$ cat config.mk
export PLATFORM = sky130hd
export DESIGN_NAME = wb_burst_traffic_gen
export DESIGN_NICKNAME = d
export VERILOG_FILES = /design/src/rtl/wb_burst_pkg.sv /design/src/rtl/wb_burst_beat_ctr.sv /design/src/rtl/wb_burst_traffic_gen.sv
export SDC_FILE = /design/constraint.sdc
export NUM_CORES = 1
export LEC_CHECK = 0
export CORE_MARGIN = 4
export CORE_UTILIZATION = 33
export CTS_CLUSTER_DIAMETER = 150
export DETAILED_ROUTE_END_ITERATION = 16
export PLACE_DENSITY = 0.6
export SYNTH_ARGS = -nofsm -noshare
export SYNTH_HDL_FRONTEND = slang
export SYNTH_HIERARCHICAL = 1
export SYNTH_SLANG_ARGS = --single-unit
$ cat constraint.sdc
create_clock -name wb_clk_i -period 5 [get_ports wb_clk_i]
set_clock_uncertainty 0.1 [all_clocks]
set_input_delay 0.75 -clock wb_clk_i [delete_from_list [all_inputs] [get_ports wb_clk_i]]
set_output_delay 0.75 -clock wb_clk_i [all_outputs]
set_load 0.005 [all_outputs]
$ cat src/rtl/wb_burst_pkg.sv
// rtl/wb_burst_pkg.sv - shared state, CTI and mode encodings for the Wishbone burst generator
package wb_burst_pkg;

    typedef enum logic [2:0] {
        ST_IDLE,
        ST_WR,
        ST_GAP,
        ST_RD,
        ST_FIN
    } state_e;

    localparam logic [2:0] CTI_CLASSIC = 3'b000;
    localparam logic [2:0] CTI_INCR    = 3'b010;
    localparam logic [2:0] CTI_EOB     = 3'b111;

    localparam logic [1:0] MODE_WR_RD = 2'b00;
    localparam logic [1:0] MODE_WR    = 2'b01;
    localparam logic [1:0] MODE_RD    = 2'b10;

endpackage

$ cat src/rtl/wb_burst_beat_ctr.sv
// rtl/wb_burst_beat_ctr.sv - beat index, incrementing byte address and seed+k data pattern
module wb_burst_beat_ctr #(
    parameter int DW  = 32,
    parameter int AW  = 26,
    parameter int BLW = 8
) (
    input  logic          clk,
    input  logic          rst,
    input  logic          load,
    input  logic          inc,
    input  logic [AW-1:0] base,
    input  logic [DW-1:0] seed,
    input  logic [BLW-1:0] length,
    output logic [AW-1:0] addr,
    output logic [DW-1:0] data,
    output logic          last
);

    localparam logic [AW-1:0] STEP = AW'(DW / 8);

    logic [BLW-1:0] idx_q, idx_d;
    logic [BLW-1:0] len_m1_q, len_m1_d;
    logic [AW-1:0]  addr_q, addr_d;
    logic [DW-1:0]  data_q, data_d;

    // length 0 wraps to all ones here, giving the full 2**BLW beats
    always_comb begin
        idx_d    = idx_q;
        len_m1_d = len_m1_q;
        addr_d   = addr_q;
        data_d   = data_q;
        if (load) begin
            idx_d    = '0;
            len_m1_d = length - 1'b1;
            addr_d   = base;
            data_d   = seed;
        end else if (inc) begin
            idx_d  = idx_q + 1'b1;
            addr_d = addr_q + STEP;
            data_d = data_q + DW'(1);
        end
    end

    always_ff @(posedge clk) begin
        if (rst) begin
            idx_q    <= '0;
            len_m1_q <= '0;
            addr_q   <= '0;
            data_q   <= '0;
        end else begin
            idx_q    <= idx_d;
            len_m1_q <= len_m1_d;
            addr_q   <= addr_d;
            data_q   <= data_d;
        end
    end

    assign addr = addr_q;
    assign data = data_q;
    assign last = (idx_q == len_m1_q);

endmodule

$ cat src/rtl/wb_burst_traffic_gen.sv
// rtl/wb_burst_traffic_gen.sv - Wishbone B3 incrementing-burst master with read-back self-check
// Optional ack timeout abort: WB_BURST_TRAFFIC_GEN_TIMEOUT_EN
module wb_burst_traffic_gen
    import wb_burst_pkg::*;
#(
    parameter int dw        = 32,
    parameter int APP_AW    = 26,
    parameter int MAX_BL_W  = 8,
    parameter int TO_CYCLES = 1024
) (
    input  logic                wb_clk_i,
    input  logic                wb_rst_i,
    input  logic                start_i,
    input  logic [1:0]          mode_i,
    input  logic [APP_AW-1:0]   base_addr_i,
    input  logic [MAX_BL_W-1:0] burst_len_i,
    input  logic [dw-1:0]       seed_i,
    output logic                busy_o,
    output logic                done_o,
    output logic [15:0]         err_cnt_o,
    output logic [APP_AW-1:0]   first_err_addr_o,
    output logic                timeout_o,
    output logic                wb_cyc_o,
    output logic                wb_stb_o,
    output logic                wb_we_o,
    output logic [APP_AW-1:0]   wb_addr_o,
    output logic [dw-1:0]       wb_dat_o,
    output logic [dw/8-1:0]     wb_sel_o,
    output logic [2:0]          wb_cti_o,
    input  logic                wb_ack_i,
    input  logic [dw-1:0]       wb_dat_i
);

    state_e                state_q, state_d;
    logic [1:0]            mode_q, mode_d;
    logic [APP_AW-1:0]     base_q, base_d;
    logic [dw-1:0]         seed_q, seed_d;
    logic [MAX_BL_W-1:0]   len_q, len_d;
    logic [15:0]           err_cnt_q, err_cnt_d;
    logic [APP_AW-1:0]     first_err_q, first_err_d;

    logic                  ctr_load, ctr_inc, ctr_last;
    logic [APP_AW-1:0]     ld_base, ctr_addr;
    logic [dw-1:0]         ld_seed, ctr_data;
    logic [MAX_BL_W-1:0]   ld_len;
    logic                  bus_act;

`ifdef WB_BURST_TRAFFIC_GEN_TIMEOUT_EN
    localparam int TO_W = ($clog2(TO_CYCLES) > 0) ? $clog2(TO_CYCLES) : 1;
    logic [TO_W-1:0]       to_cnt_q, to_cnt_d;
    logic                  timeout_q, timeout_d;
`endif

    always_comb begin
        state_d     = state_q;
        mode_d      = mode_q;
        base_d      = base_q;
        seed_d      = seed_q;
        len_d       = len_q;
        err_cnt_d   = err_cnt_q;
        first_err_d = first_err_q;
        ctr_load    = 1'b0;
        ctr_inc     = 1'b0;
        ld_base     = base_q;
        ld_seed     = seed_q;
        ld_len      = len_q;
`ifdef WB_BURST_TRAFFIC_GEN_TIMEOUT_EN
        timeout_d   = timeout_q;
        to_cnt_d    = '0;
`endif
        case (state_q)
            ST_IDLE: begin
                // counter loads straight from the ports so beat 0 is on the bus one edge after start
                ld_base = base_addr_i;
                ld_seed = seed_i;
                ld_len  = burst_len_i;
                if (start_i) begin
                    mode_d      = (mode_i == MODE_RD) ? MODE_RD :
                                  (mode_i == MODE_WR) ? MODE_WR : MODE_WR_RD;
                    base_d      = base_addr_i;
                    seed_d      = seed_i;
                    len_d       = burst_len_i;
                    err_cnt_d   = '0;
                    first_err_d = '0;
`ifdef WB_BURST_TRAFFIC_GEN_TIMEOUT_EN
                    timeout_d   = 1'b0;
`endif
                    ctr_load    = 1'b1;
                    state_d     = (mode_i == MODE_RD) ? ST_RD : ST_WR;
                end
            end
            ST_WR, ST_RD: begin
                if (wb_ack_i) begin
                    if (state_q == ST_RD && wb_dat_i != ctr_data) begin
                        if (err_cnt_q != 16'hFFFF) err_cnt_d = err_cnt_q + 16'd1;
                        if (err_cnt_q == 16'd0)    first_err_d = ctr_addr;
                    end
                    if (ctr_last) begin
                        if (state_q == ST_RD || mode_q == MODE_WR) state_d = ST_FIN;
                        else                                       state_d = ST_GAP;
                    end else begin
                        ctr_inc = 1'b1;
                    end
                end
`ifdef WB_BURST_TRAFFIC_GEN_TIMEOUT_EN
                else if (to_cnt_q == TO_W'(TO_CYCLES - 1)) begin
                    timeout_d = 1'b1;
                    state_d   = ST_FIN;
                end else begin
                    to_cnt_d = to_cnt_q + 1'b1;
                end
`endif
            end
            ST_GAP: begin
                ctr_load = 1'b1;
                state_d  = ST_RD;
            end
            ST_FIN:  state_d = ST_IDLE;
            default: state_d = ST_IDLE;
        endcase
    end

    always_ff @(posedge wb_clk_i) begin
        if (wb_rst_i) begin
            state_q     <= ST_IDLE;
            mode_q      <= '0;
            base_q      <= '0;
            seed_q      <= '0;
            len_q       <= '0;
            err_cnt_q   <= '0;
            first_err_q <= '0;
`ifdef WB_BURST_TRAFFIC_GEN_TIMEOUT_EN
            to_cnt_q    <= '0;
            timeout_q   <= 1'b0;
`endif
        end else begin
            state_q     <= state_d;
            mode_q      <= mode_d;
            base_q      <= base_d;
            seed_q      <= seed_d;
            len_q       <= len_d;
            err_cnt_q   <= err_cnt_d;
            first_err_q <= first_err_d;
`ifdef WB_BURST_TRAFFIC_GEN_TIMEOUT_EN
            to_cnt_q    <= to_cnt_d;
            timeout_q   <= timeout_d;
`endif
        end
    end

    wb_burst_beat_ctr #(
        .DW  (dw),
        .AW  (APP_AW),
        .BLW (MAX_BL_W)
    ) u_beat_ctr (
        .clk    (wb_clk_i),
        .rst    (wb_rst_i),
        .load   (ctr_load),
        .inc    (ctr_inc),
        .base   (ld_base),
        .seed   (ld_seed),
        .length (ld_len),
        .addr   (ctr_addr),
        .data   (ctr_data),
        .last   (ctr_last)
    );

    assign bus_act          = (state_q == ST_WR) || (state_q == ST_RD);
    assign wb_cyc_o         = bus_act;
    assign wb_stb_o         = bus_act;
    assign wb_we_o          = (state_q == ST_WR);
    assign wb_sel_o         = {(dw/8){bus_act}};
    assign wb_cti_o         = bus_act ? (ctr_last ? CTI_EOB : CTI_INCR) : CTI_CLASSIC;
    assign wb_addr_o        = ctr_addr;
    assign wb_dat_o         = ctr_data;
    assign busy_o           = bus_act || (state_q == ST_GAP);
    assign done_o           = (state_q == ST_FIN);
    assign err_cnt_o        = err_cnt_q;
    assign first_err_addr_o = first_err_q;
`ifdef WB_BURST_TRAFFIC_GEN_TIMEOUT_EN
    assign timeout_o        = timeout_q;
`else
    assign timeout_o        = 1'b0;
`endif

endmodule
==> key figures <==
Run status
  • Outcome: finished, final reports clean

Setup path
  • Slowest CP cell: dfxtp_1
  • Critical Path AT: 2.58 ns
  • Worst Path Max Fanout: 42
  • Crit path kind: reg -> out
  • Worst r2r src: state_q[0]$_SDFFE_PP0P_
  • Critical Path, Cell by Cell: nand2b_4, inv_4, and2_1, clkdlybuf4s50_1
  • R2r setup slk: 1.72 ns
  • Critical path buffers and inverters: 2
  • Critical Path End Type: output port
  • Crit start category: flop
  • Worst path max stage delay: 0.67 ns
  • Reg-to-reg critical path endpoint: u_beat_ctr/addr[17]$_SDFFE_PP0N_
  • Family with the most delay on the worst path: buffers and inverters
  • FF-to-FF path depth: 7
  • WP data required: 4.15 ns

Clock network
  • Clock latency on the worst-skew pair: 0.43 ns
  • CTS HTree Levels: 4
  • Post CTS Setup Buffer Count: 0
  • # resized after CTS: 0
  • CTS clock-pin slew for the worst setup and hold paths: 0.07 ns
  • Post-CTS Hold Buffers: 0
  • Clk buf depth: 2
  • Total clock sinks: 187
  • Root buffer cell: clkbuf_16
  • TritonCTS Buffers: 17
  • TritonCTS clock tree: yes

Detailed routing
  • Routed len/inst: 17.9 um
  • DR vias: 9063
  • First-pass DRT Iterations: 4
  • First DRT Iteration DRCs: 645
  • DR vias/cell: 5.26
  • Antenna viol nets, final: 0
  • Drt drc: 0
  • Post-Route WL: 30.8 mm

Hold path
  • Hold EP: seed_q[23]$_SDFFE_PP0P_
  • Worst min-delay path category: reg -> reg
  • Hold Startpoint: seed_q[23]$_SDFFE_PP0P_
  • Hold Crit Depth: 2

Floorplan
  • Core Box Area: 28900 um^2
  • Initial Util: 33.7%
  • Rows: 62
  • Die Wd: 180 um
  • Die Span Y: 180 um
  • Die ar.: 32300 um^2
  • Number of I/O pins: 217

Placement
  • IO buf count: 215
  • Final HPWL DP: 21.2 mm
  • Post-placement cell area: 12100 um^2
  • Gpl congestion: 0.834

Timing
  • Tcrit/Tclk final: 68.6%
  • Hold_ws: 0.352 ns
  • Highest clock rate: 0.291 GHz
  • Worst-Margin Slew: 1.04 ns
  • Slew headroom: 30.7%
  • Slew Limit Fails: 0
  • Total Neg Setup Slack: 0 ns
  • RSZ-0062 raised after global routing: false
  • Final hold viol count: 0
  • Period minus WS final: 3.43 ns
  • Final setup viols: 0

Power and ir drop
  • Pwr/cell area: 354 nW/um^2
  • Max rail drop VDD: 0.000242 V
  • Leak Pwr: 4.25 nW
  • Tot Pwr: 4.48 mW

Global routing
  • Pin count of the biggest net entering global routing: 96
  • Total gr overflow: 0
  • Vias in the first global route: 9028
  • All-Layer GR Usage: 18.4%
  • Initial antenna violation count: 3
  • First-pass GRT wire length: 48.9 mm

Logic synthesis
  • Net Count, Synth: 1285
  • Ys flop type: dfxtp_1
  • FF+latch count, synth: 187
  • Mapped Cells: 1175
  • Synth async-reset ratio: 0%
  • Post-synthesis instance area: 9720 um^2
  • EDFF count, synth: 0
  • Unique masters post-synth: 62
  • Warnings from Yosys: 6
  • Seq/Total Area, Yosys: 38.5%
  • Mean Syn Cell Area: 8.28 um^2

Cells and area
  • Synth-to-layout area growth: 30.0%
  • Final core utilization: 43.8%
  • Ratio of cells with drive above 1 in the final layout: 10.1%
  • Diode count: 0
  • Final instance area: 12600 um^2
  • Commonest non-fill, non-tap cell in the layout: clkdlybuf4s50_1
  • Nets: 1435
  • Most frequent cells in the layout: clkdlybuf4s50_1 (214), dfxtp_1 (187), nand2_1 (179), a21oi_1 (119), nor2_1 (88)

Job
  • Max-cap viol count: 0
[worst max path at each step]
stage	start	end	slack [ns]	cells past startpoint
2_1_floorplan	state_q[2]$_SDFFE_PP0P_	u_beat_ctr/addr[16]$_SDFFE_PP0N_	2.14	10
3_3_place_gp	wb_ack_i	u_beat_ctr/addr[25]$_SDFFE_PP0N_	1.48	8
3_5_place_dp	wb_ack_i	u_beat_ctr/addr[25]$_SDFFE_PP0N_	1.45	8
4_1_cts	state_q[0]$_SDFFE_PP0P_	wb_cti_o[2]	1.56	4
5_1_grt	state_q[0]$_SDFFE_PP0P_	wb_cti_o[2]	1.44	4
6_report	state_q[0]$_SDFFE_PP0P_	wb_cti_o[2]	1.57	4
[per-stage QoR]
step / setup WS [ns] / instances
floorplan: 2.14 / 1175
global placement: 1.48 / 1690
detailed placement: 1.45 / 1690
CTS: 1.56 / 1722
global route: 1.44 / 1722
finish: 1.57 / 1722
[worst min-delay path, delay by kind of cell, from the launching register on]
family	cells	cell delay [ns]
DFF	1	0.31
AOI/OAI and AO/OA	1	0.05
and+or+nand+nor	1	0.05
[cells in the mapped netlist, drive strengths merged, types with 2 or more instances]
cell type  number  area (um^2)
a211oi         33          253
a21oi         119          596
a22oi           2         15.0
a311oi          6         52.6
a31oi           8         50.1
and2            7         43.8
and3            8         50.1
and4            6         52.6
buf            32          184
clkbuf         64          245
dfxtp         187         3740
ha              6         75.1
inv            19         73.8
mux2           66          743
mux2i          14          140
nand2         180          676
nand2b          2         20.0
nand3          21          110
nand3b          3         22.5
nand4          62          400
nor2           88          330
nor2b           2         12.5
nor3           22          121
nor3b           3         22.5
nor4           21          189
o21ai          39          195
o21bai          2         15.0
o22ai           5         31.3
o311ai         10         87.6
o31ai           2         15.0
o41ai           8         70.1
or2             2         12.5
or3             8         50.1
or4             6         48.8
xnor2          78          683
xor2           22          193
[layout make-up]
type	instances	area (um^2)
Clock buffer	17	425
Fill cell	2893	16200
Clock inverter	15	158
Sequential cell	187	3740
Timing Repair Buffer	227	2240
Tap cell	384	480
Inverter	19	73.8
Multi-Input combinational cell	873	5520
[flip-flops by register name, indices dropped and copies added, names as in the netlist, 3 cells and up]
register             cells
u_beat_ctr/addr         26
u_beat_ctr/idx_q         8
u_beat_ctr/data         32
state_q                  3
seed_q                  32
len_q                    8
u_beat_ctr/len_m1_q      8
err_cnt_o               16
first_err_addr_o        26
base_q                  26
[metal layers]
layer | GRT usage (%) | routed length [um] | vias to the layer above
li1 | - | - | 4452
met1 | 24.3 | 14100 | 4317
met2 | 31.0 | 14600 | 260
met3 | 4.26 | 1700 | 28
met4 | 3.47 | 307 | 6
met5 | 0 | 34 | -
[logic make-up after synthesis]
family          synth area share (%)
compound gates                  14.8
xor+xnor                        9.01
fa+ha+maj                      0.772
buf+inv                         5.17
flops                           38.5
mux                             9.08
other cells                   0.0386
simple gates                    22.6
[report_power, final]
part	leakage, nW	switching (mW)	internal (mW)
sequential	1.53	0.218	1.64
combinational	2.44	0.626	0.626
clock	0.280	0.657	0.710
total	4.25	1.50	2.98
Power figures use the tool's default switching activity.
